`src/rtl/font_pkg.sv`:
```
// Shared constants for the font ROM arbiter and its round-robin picker.
//   N_REQ  : number of requesters sharing the font ROM read port
//   AW, DW : ROM address / data widths (address = {char_code, row})
//   REQ_*  : requester index assignment
//   PTR_W  : width of a requester index / round-robin pointer
package font_pkg;
  localparam int N_REQ  = 4;
  localparam int AW     = 11;
  localparam int DW     = 8;
  localparam int CHAR_W = 7;
  localparam int ROW_W  = 4;
  localparam int PTR_W  = $clog2(N_REQ);

  localparam int REQ_HOUR  = 0;
  localparam int REQ_DATE  = 1;
  localparam int REQ_TIMER = 2;
  localparam int REQ_TEXT  = 3;

  // One-hot vector with only bit idx set.
  function automatic logic [N_REQ-1:0] idx_onehot(input logic [PTR_W-1:0] idx);
    logic [N_REQ-1:0] v;
    v      = '0;
    v[idx] = 1'b1;
    return v;
  endfunction
endpackage

```
`src/rtl/rr_picker.sv`:
```
// Combinational round-robin select.
//   i_pending : pending request vector
//   i_ptr     : index that has first priority this cycle
//   o_any     : at least one request pending
//   o_sel     : first pending index at or after i_ptr, wrapping modulo N_REQ
module rr_picker
  import font_pkg::*;
(
  input  logic [N_REQ-1:0] i_pending,
  input  logic [PTR_W-1:0] i_ptr,
  output logic             o_any,
  output logic [PTR_W-1:0] o_sel
);

  logic [PTR_W-1:0] w_idx;

  // Scan from the farthest offset down to offset 0 so that the closest
  // pending index to the pointer is the last one written and wins.
  always_comb begin
    o_any = |i_pending;
    o_sel = '0;
    w_idx = '0;
    for (int k = N_REQ - 1; k >= 0; k--) begin
      w_idx = PTR_W'((int'(i_ptr) + k) % N_REQ);
      if (i_pending[w_idx]) o_sel = w_idx;
    end
  end

endmodule

```
`src/rtl/font_rom_arbiter.sv`:
```
// Shares one synchronous font ROM read port among the text renderers
// (hour, date, timer digits and static label text).
//   clk, reset : single clock, synchronous active-high reset
//   req        : per-requester one-cycle read request
//   req_addr   : flattened addresses, requester i at [i*AW +: AW]
//   pending    : request i captured and not yet issued
//   rom_en     : registered ROM read enable
//   rom_addr   : registered ROM address
//   rom_data   : ROM output, valid the cycle after rom_en
//   rd_valid   : one-hot strobe, bit i marks rd_data as requester i's
//   rd_data    : returned glyph row, holds its last value between strobes
//   overrun    : sticky, a request arrived while the previous one was pending
//
// Handshake: there is no ready. A requester raises req[i] for one cycle per
// read; it is accepted when pending[i] is low at that edge and dropped (and
// overrun[i] set) otherwise. The answer comes back as a single-cycle
// rd_valid[i] strobe that cannot be stalled; at most one bit is ever high.
module font_rom_arbiter
  import font_pkg::*;
(
  input  logic                clk,
  input  logic                reset,
  input  logic [N_REQ-1:0]    req,
  input  logic [N_REQ*AW-1:0] req_addr,
  output logic [N_REQ-1:0]    pending,
  output logic                rom_en,
  output logic [AW-1:0]       rom_addr,
  input  logic [DW-1:0]       rom_data,
  output logic [N_REQ-1:0]    rd_valid,
  output logic [DW-1:0]       rd_data,
  output logic [N_REQ-1:0]    overrun
);

  logic [N_REQ-1:0] r_pending;
  logic [N_REQ-1:0] r_overrun;
  logic [AW-1:0]    r_addr_q [N_REQ];
  logic [PTR_W-1:0] r_ptr;
  logic [PTR_W-1:0] r_tag;
  logic [PTR_W-1:0] r_ret_tag;
  logic             r_rom_en;
  logic             r_ret_vld;
  logic [AW-1:0]    r_rom_addr;
  logic [DW-1:0]    r_rd_hold;

  logic             w_any;
  logic [PTR_W-1:0] w_sel;
  logic [PTR_W-1:0] w_next_ptr;
  logic [N_REQ-1:0] w_capture;
  logic [N_REQ-1:0] w_drop;
  logic [N_REQ-1:0] w_issue;

  rr_picker u_picker (
    .i_pending (r_pending),
    .i_ptr     (r_ptr),
    .o_any     (w_any),
    .o_sel     (w_sel)
  );

  // Capture and overrun both look at registered pending, so a request in
  // the same cycle its predecessor is issued still counts as an overrun,
  // and a bit is never captured and issued on the same edge.
  always_comb begin
    w_capture  = req & ~r_pending;
    w_drop     = req & r_pending;
    w_issue    = w_any ? idx_onehot(w_sel) : '0;
    w_next_ptr = (w_sel == PTR_W'(N_REQ - 1)) ? '0 : w_sel + PTR_W'(1);
  end

  always_ff @(posedge clk) begin
    if (reset) begin
      r_pending  <= '0;
      r_overrun  <= '0;
      r_ptr      <= '0;
      r_tag      <= '0;
      r_ret_tag  <= '0;
      r_rom_en   <= 1'b0;
      r_ret_vld  <= 1'b0;
      r_rom_addr <= '0;
      r_rd_hold  <= '0;
    end else begin
      r_pending <= (r_pending & ~w_issue) | w_capture;
      r_overrun <= r_overrun | w_drop;
      r_rom_en  <= w_any;
      if (w_any) begin
        r_rom_addr <= r_addr_q[w_sel];
        r_tag      <= w_sel;
        r_ptr      <= w_next_ptr;
      end
      // The ROM answers one cycle after rom_en; r_ret_vld marks that cycle
      // and clearing it on reset discards any read already in flight.
      r_ret_vld <= r_rom_en;
      r_ret_tag <= r_tag;
      r_rd_hold <= rd_data;
    end
  end

  // Address holding registers need no reset: they are only read while the
  // matching pending bit is set, which implies a capture has happened.
  always_ff @(posedge clk) begin
    for (int i = 0; i < N_REQ; i++) begin
      if (w_capture[i]) r_addr_q[i] <= req_addr[i*AW +: AW];
    end
  end

  assign pending  = r_pending;
  assign overrun  = r_overrun;
  assign rom_en   = r_rom_en;
  assign rom_addr = r_rom_addr;
  assign rd_valid = r_ret_vld ? idx_onehot(r_ret_tag) : '0;
  assign rd_data  = r_ret_vld ? rom_data : r_rd_hold;

endmodule

```
`config.mk`:
```
export PLATFORM = sky130hd
export DESIGN_NAME = font_rom_arbiter
export DESIGN_NICKNAME = d
export VERILOG_FILES = /design/src/rtl/font_pkg.sv /design/src/rtl/rr_picker.sv /design/src/rtl/font_rom_arbiter.sv
export SDC_FILE = /design/constraint.sdc
export NUM_CORES = 1
export LEC_CHECK = 0
export ABC_CLOCK_PERIOD_IN_PS = 4600
export CAP_MARGIN = 20
export CORE_ASPECT_RATIO = 0.6
export CORE_MARGIN = 2
export CORE_UTILIZATION = 25
export CTS_CLUSTER_SIZE = 12
export DETAILED_ROUTE_END_ITERATION = 7
export MAX_ROUTING_LAYER = met4
export PLACE_DENSITY = 0.51
export SLEW_MARGIN = 30
export SYNTH_ARGS = -nofsm -noshare
export SYNTH_HDL_FRONTEND = slang
export SYNTH_HIERARCHICAL = 1
export SYNTH_SLANG_ARGS = --single-unit
```
`constraint.sdc`:
```
create_clock -name clk -period 4.6 [get_ports clk]
set_clock_uncertainty 0.1 [all_clocks]
set_input_delay 1.38 -clock clk [delete_from_list [all_inputs] [get_ports clk]]
set_output_delay 1.38 -clock clk [all_outputs]
set_load 0.02 [all_outputs]
```
==> results_dict.tcl, run 1 <==
set metrics [dict create \
    drc_errors 0 \
    tns_ns 0 \
    path_clk_slew_ns 0.06 \
    max_clock_freq_mhz 246 \
    die_w_um 147 \
    grt_overflow 0 \
    diodes 0 \
    synth_top_area_frac 0.429 \
    ys_seq_elements 79 \
    syn_nets 271 \
    ys_types 26 \
    ys_seq_area_frac 0.656 \
    finalSetupViolCount 0 \
    syn_inst 209 \
    grt_max_degree 24 \
    multiInputGateArea_um2 993 \
    cts-root-buf "clkbuf_16" \
    drtIter0Drc 62 \
    clock_sink_count 79 \
    required_ns 3.12 \
    design.die.area_um2 13300 \
    start_util 0.256 \
    worst_slew_pin_slew_ns 0.780 \
    core_area_um2 12000 \
    drive_gt1_frac 0.162 \
    critPathKind "input port to primary output" \
    nFillCells 1175 \
    grt_pass1_vias 2027 \
    hold_buffers 0 \
    synth_edf_count 44 \
    avgSynthCellArea_um2 14.7 \
    clock_path_buffers 2 \
    slew_headroom 0.478 \
    netlist_top_cells_count "edfxtp_1, dfxtp_1, mux2i_1" \
    worstSetupStartpointType "input port" \
    cap_violations 0 \
    area_growth_pct 44.9 \
    synth.area.top_cells "edfxtp_1, dfxtp_1, mux2i_1" \
    cp_max_fo 2 \
    powerDensity_nw_per_um2 437 \
    ir_drop_uv 161 \
    cts_buffers 9 \
    synth_area_leader_cell "edfxtp_1" \
    drv_slew 0 \
    status "finished clean" \
    fp.dieH_um 90 \
    vias 1979 \
    grt_antenna_before_repair 0 \
    p_leak_nw 1.61 \
    ant_nets 0 \
    tritoncts "done" \
    first_pass_iters 4 \
    crit_arrival_ns 2.59 \
    place_hpwl_um 5370 \
    cts_setup_buffers 0 \
    ys.flop_type "edfxtp_1" \
    gp_congestion 0.702 \
    ff_latch_area_um2 2020 \
    min_path_type "flip-flop to flip-flop" \
    detail_route.wirelength_um 7570 \
    rows 31 \
    io_buffers 89 \
    yosysWarnings 6 \
    worstSkewPairLatency_ns 0.33 \
    end_kind "primary output" \
    post-route-util 0.371 \
    async_flop_share 0 \
    wl_per_cell_um 16.0 \
    cts_resized 0 \
    finalHoldViolations 0 \
    grt.total_usage 0.123 \
    period_needed_ns 4.07 \
    ioPinCount 90 \
    routed_via_density 4.18 \
    synth_most_common_cell "edfxtp_1" \
    grt_pass1_wl_um 11700 \
    fin_nets 366 \
    finalCritPeriodShare 0.885 \
    grt_setup_unrepaired "false" \
    cts-htree-levels 3 \
    synth_area_um2 3080 \
]
worst max-delay path: stages:
cell	delay [ns]
clkdlybuf4s50_1	0.40
mux2_2	0.27
clkdlybuf4s50_1	0.54
path summary, 6_finish.rpt:
check,start,slack [ns],end,cells past startpoint
setup reg to reg,pending[3]$_SDFF_PP0_,1.96,rom_addr[7]$_SDFFE_PP0P_,5
hold reg to reg,rom_en$_SDFF_PP0_,0.36,r_ret_vld$_SDFF_PP0_,1
setup / recovery,rom_data[0],0.53,rd_data[0],3
hold / removal,rom_en$_SDFF_PP0_,0.36,r_ret_vld$_SDFF_PP0_,1
layer usage:
layer / up-vias / part of all wire / global-route usage
li1: 967 / - / -
met4: 0 / 0.0066 / 0.0288
met1: 946 / 0.56 / 0.184
met2: 62 / 0.38 / 0.155
met5: - / 0 / -
met3: 4 / 0.058 / 0.0416
power by group:
group	leakage [nW]	internal [mW]	switching (mW)
registers	0.709	0.817	0.0370
logic	0.751	0.192	0.195
clock network	0.149	0.435	0.275
state kept, by name, indices dropped and copies added (netlist names):
register	count
r_rd_hold	8
r_ret_vld	1
r_tag	2
r_ret_tag	2
pending	4
r_addr_q	44
r_ptr	2
rom_addr	11
overrun	4
rom_en	1
kinds of logic (layout without fill, tap and decap cells):
family / after synthesis / in the layout / share of synthesized area
buf+inv: 13 / 113 / 0.0240
fa+ha+maj: 4 / 4 / 0.0162
flops: 79 / 79 / 0.656
compound gates: 23 / 23 / 0.0792
mux: 34 / 34 / 0.114
simple gates: 56 / 56 / 0.111
cell usage in the layout, fill, tap and decap left out:
master	netlist	layout
mux2_2	8	8
nor3b_1	2	2
clkdlybuf4s50_1	0	89
nand2_1	3	3
nand3b_1	1	1
dfxtp_1	35	35
nor2_1	16	16
ha_1	4	4
clkinv_4	0	2
clkbuf_1	2	1
edfxtp_1	44	44
clkinv_2	0	2
a311oi_1	4	4
o221ai_1	1	1
bufinv_16	0	1
clkbuf_8	0	1
a211oi_4	0	1
nand2b_1	3	3
a21oi_1	6	6
a211oi_1	1	1
or3b_2	10	10
and3b_1	1	1
clkbuf_16	0	9
inv_1	2	2
buf_4	3	6
or3b_1	3	3
mux2i_1	26	26
and3_1	1	1
nor2b_1	16	16
o221ai_2	10	10
area by class of cell:
cell class	instances	share of cell area
clock inverter	5	0.0129
timing repair buffer	95	0.210
multi-input combinational	117	0.222
inverter	2	0.00168
tap	165	0.0462
sequential	79	0.453
clock buffer	11	0.0544
metrics by stage:
stage | instance area [um^2] | std cells | setup WS (ns) | total power [mW] | hold WS [ns]
floorplan | 3080 | 209 | 1.43 | 1.08 | 0.337
finish | 4470 | 474 | 0.530 | 1.95 | 0.360
global placement | 4170 | 458 | 0.545 | 1.26 | 0.349
global route | 4470 | 474 | 0.490 | 2.05 | 0.377
CTS | 4470 | 474 | 0.519 | 1.98 | 0.363
detailed placement | 4170 | 458 | 0.526 | 1.26 | 0.352
Power figures use the tool's default switching activity.
==> inputs of run 2 (changes only) <==
- ABC_CLOCK_PERIOD_IN_PS: 4600 -> 4000
- clock period: 4.6 -> 4 ns (I/O delays scaled with it)
==> run 2 against run 1 <==
Effect of this change: final cell count is 0.63% higher; clock power is 21% higher; power is 18% higher; via count is 0.71% higher; sequential share of layout area is 0.41 points lower; die area stayed put; critical path type unchanged; critical endpoint is now rd_data[4]; highest routed layer unchanged.
==> results_dict.tcl, run 2 (same netlist as run 1, synthesis figures left out) <==
set metrics [dict create \
    crit_arrival_ns 2.42 \
    rows 31 \
    grt_pass1_wl_um 11800 \
    wl_per_cell_um 16.3 \
    drc_errors 0 \
    vias 1993 \
    die_w_um 147 \
    power.share.clock 0.374 \
    hold_buffers 0 \
    min_path_type "flip-flop to flip-flop" \
    finalSetupViolCount 0 \
    cts-htree-levels 3 \
    mostFrequentLayoutCell "clkdlybuf4s50_1" \
    required_ns 2.70 \
    worstSetupStartpointType "input port" \
    p_sw_uw 591 \
    diodes 0 \
    worst_r2r_endpoint "rom_addr[10]$_SDFFE_PP0P_" \
    ant_nets 0 \
    pwr-share-comb 0.198 \
    slew_headroom 0.479 \
    clock_sink_count 79 \
    design_area_um2 4510 \
    grt.total_usage 0.125 \
    grt_overflow 0 \
    cts_setup_buffers 0 \
    p_leak_nw 1.63 \
    rrSetupSlack_ns 1.73 \
    grt_max_degree 21 \
    cts_buffers 9 \
    critical_path.slowest_cell "clkdlybuf4s50_1" \
    reg2regPathDepth 5 \
    cp_max_fo 2 \
    swShare 0.258 \
    status "finished clean" \
    clock_path_buffers 2 \
    fp.dieH_um 90 \
    finalCritPeriodShare 0.929 \
    routed_via_density 4.18 \
    design.die.area_um2 13300 \
    grt_pass1_vias 2008 \
    tritoncts "done" \
    first_pass_iters 4 \
    cts-root-buf "clkbuf_16" \
    crit_top_cell "clkdlybuf4s50_1" \
    critPathKind "input port to primary output" \
    slowest_delay_ns 0.54 \
    drive_gt1_frac 0.170 \
    fin_nets 369 \
    path_clk_slew_ns 0.06 \
    hold_slack_ns 0.357 \
    layout_common_cells "clkdlybuf4s50_1, edfxtp_1, dfxtp_1" \
    start_util 0.256 \
    tns_ns 0 \
    cap_violations 0 \
    end_kind "primary output" \
    startpoint "rom_data[4]" \
    max_clock_freq_mhz 269 \
    detailedPlace.worstSlack_ns 0.279 \
    ir_drop_uv 188 \
    powerDensity_nw_per_um2 509 \
    worst_slew_pin_slew_ns 0.780 \
    grt_setup_unrepaired "false" \
    top_register "r_addr_q" \
    finalHoldViolations 0 \
    ff_latch_area_um2 2020 \
    ioPinCount 90 \
    reg2reg_from "pending[3]$_SDFF_PP0_" \
    grt_antenna_before_repair 0 \
    io_buffers 89 \
    placed_area_um2 4190 \
    worst_slack_ns 0.283 \
    endpoint "rd_data[4]" \
    detail_route.wirelength_um 7790 \
    gp_congestion 0.724 \
    core_area_um2 12000 \
    period_needed_ns 3.72 \
    nFillCells 1169 \
    cts_resized 0 \
    drtIter0Drc 89 \
    p_int_mw 1.70 \
    drv_slew 0 \
    cp_cell_sequence "clkdlybuf4s50_1, mux2_2, clkdlybuf4s50_1" \
    largest_register_ffs 44 \
    multiInputGateArea_um2 993 \
    area_growth_pct 46.2 \
    p_seq_frac 0.428 \
    place_hpwl_um 5640 \
    worstSkewPairLatency_ns 0.33 \
]
==> run 2: changes by cell type in the layout (fill, tap and decap cells not counted), sizes merged <==
cell and delta:
clkbuf +1, clkinvlp +1, buf +3, clkinv -2
==> run 2: worst min-delay path by stage <==
stage	depth (start not counted)	startpoint	endpoint	slack [ns]
after floorplan	1	r_tag[0]$_SDFFE_PP0P_	r_ret_tag[0]$_SDFF_PP0_	0.34
after global placement	1	rom_en$_SDFF_PP0_	r_ret_vld$_SDFF_PP0_	0.35
after detailed placement	1	rom_en$_SDFF_PP0_	r_ret_vld$_SDFF_PP0_	0.35
after CTS	1	rom_en$_SDFF_PP0_	r_ret_vld$_SDFF_PP0_	0.36
after global routing	1	r_tag[0]$_SDFFE_PP0P_	r_ret_tag[0]$_SDFF_PP0_	0.36
final	1	rom_en$_SDFF_PP0_	r_ret_vld$_SDFF_PP0_	0.36
==> run 2: stage by stage <==
step	instances	utilization	power, mW
floorplan	209	-	1.24
global placement	461	0.348	1.45
detailed placement	461	0.348	1.46
CTS	477	0.375	2.33
global route	477	0.375	2.40
finish	477	0.375	2.29
==> run 2: worst max-delay path: cells and delay by family <==
family	cells	cell delay [ns]
buffers and inverters	2	0.94
muxes	1	0.28
==> run 2: cell type report <==
type,count,area share
Sequential cell,79,0.449
Clock buffer,12,0.0594
Multi-Input combinational cell,117,0.220
Tap cell,165,0.0458
Clock inverter,4,0.0114
Timing Repair Buffer,98,0.213
Inverter,2,0.00167
==> run 2: power groups by stage <==
| stage | clock [mW] | combinational, mW | sequential, mW |
|---|---|---|---|
| CTS | 0.887 | 0.463 | 0.983 |
| detailed placement | 0 | 0.461 | 0.999 |
| floorplan | 0 | 0.215 | 1.03 |
| global placement | 0 | 0.455 | 0.997 |
| finish | 0.859 | 0.453 | 0.981 |
| global route | 0.919 | 0.486 | 0.991 |
==> run 2: metal layers <==
metal	part of all wire	global-route usage	wire length, um	vias to the layer above
met2	0.40	0.164	3150	59
met1	0.54	0.182	4210	954
met4	0.011	0.0409	88	0
met3	0.044	0.0365	340	9
met5	0	-	0	-
li1	-	-	-	971
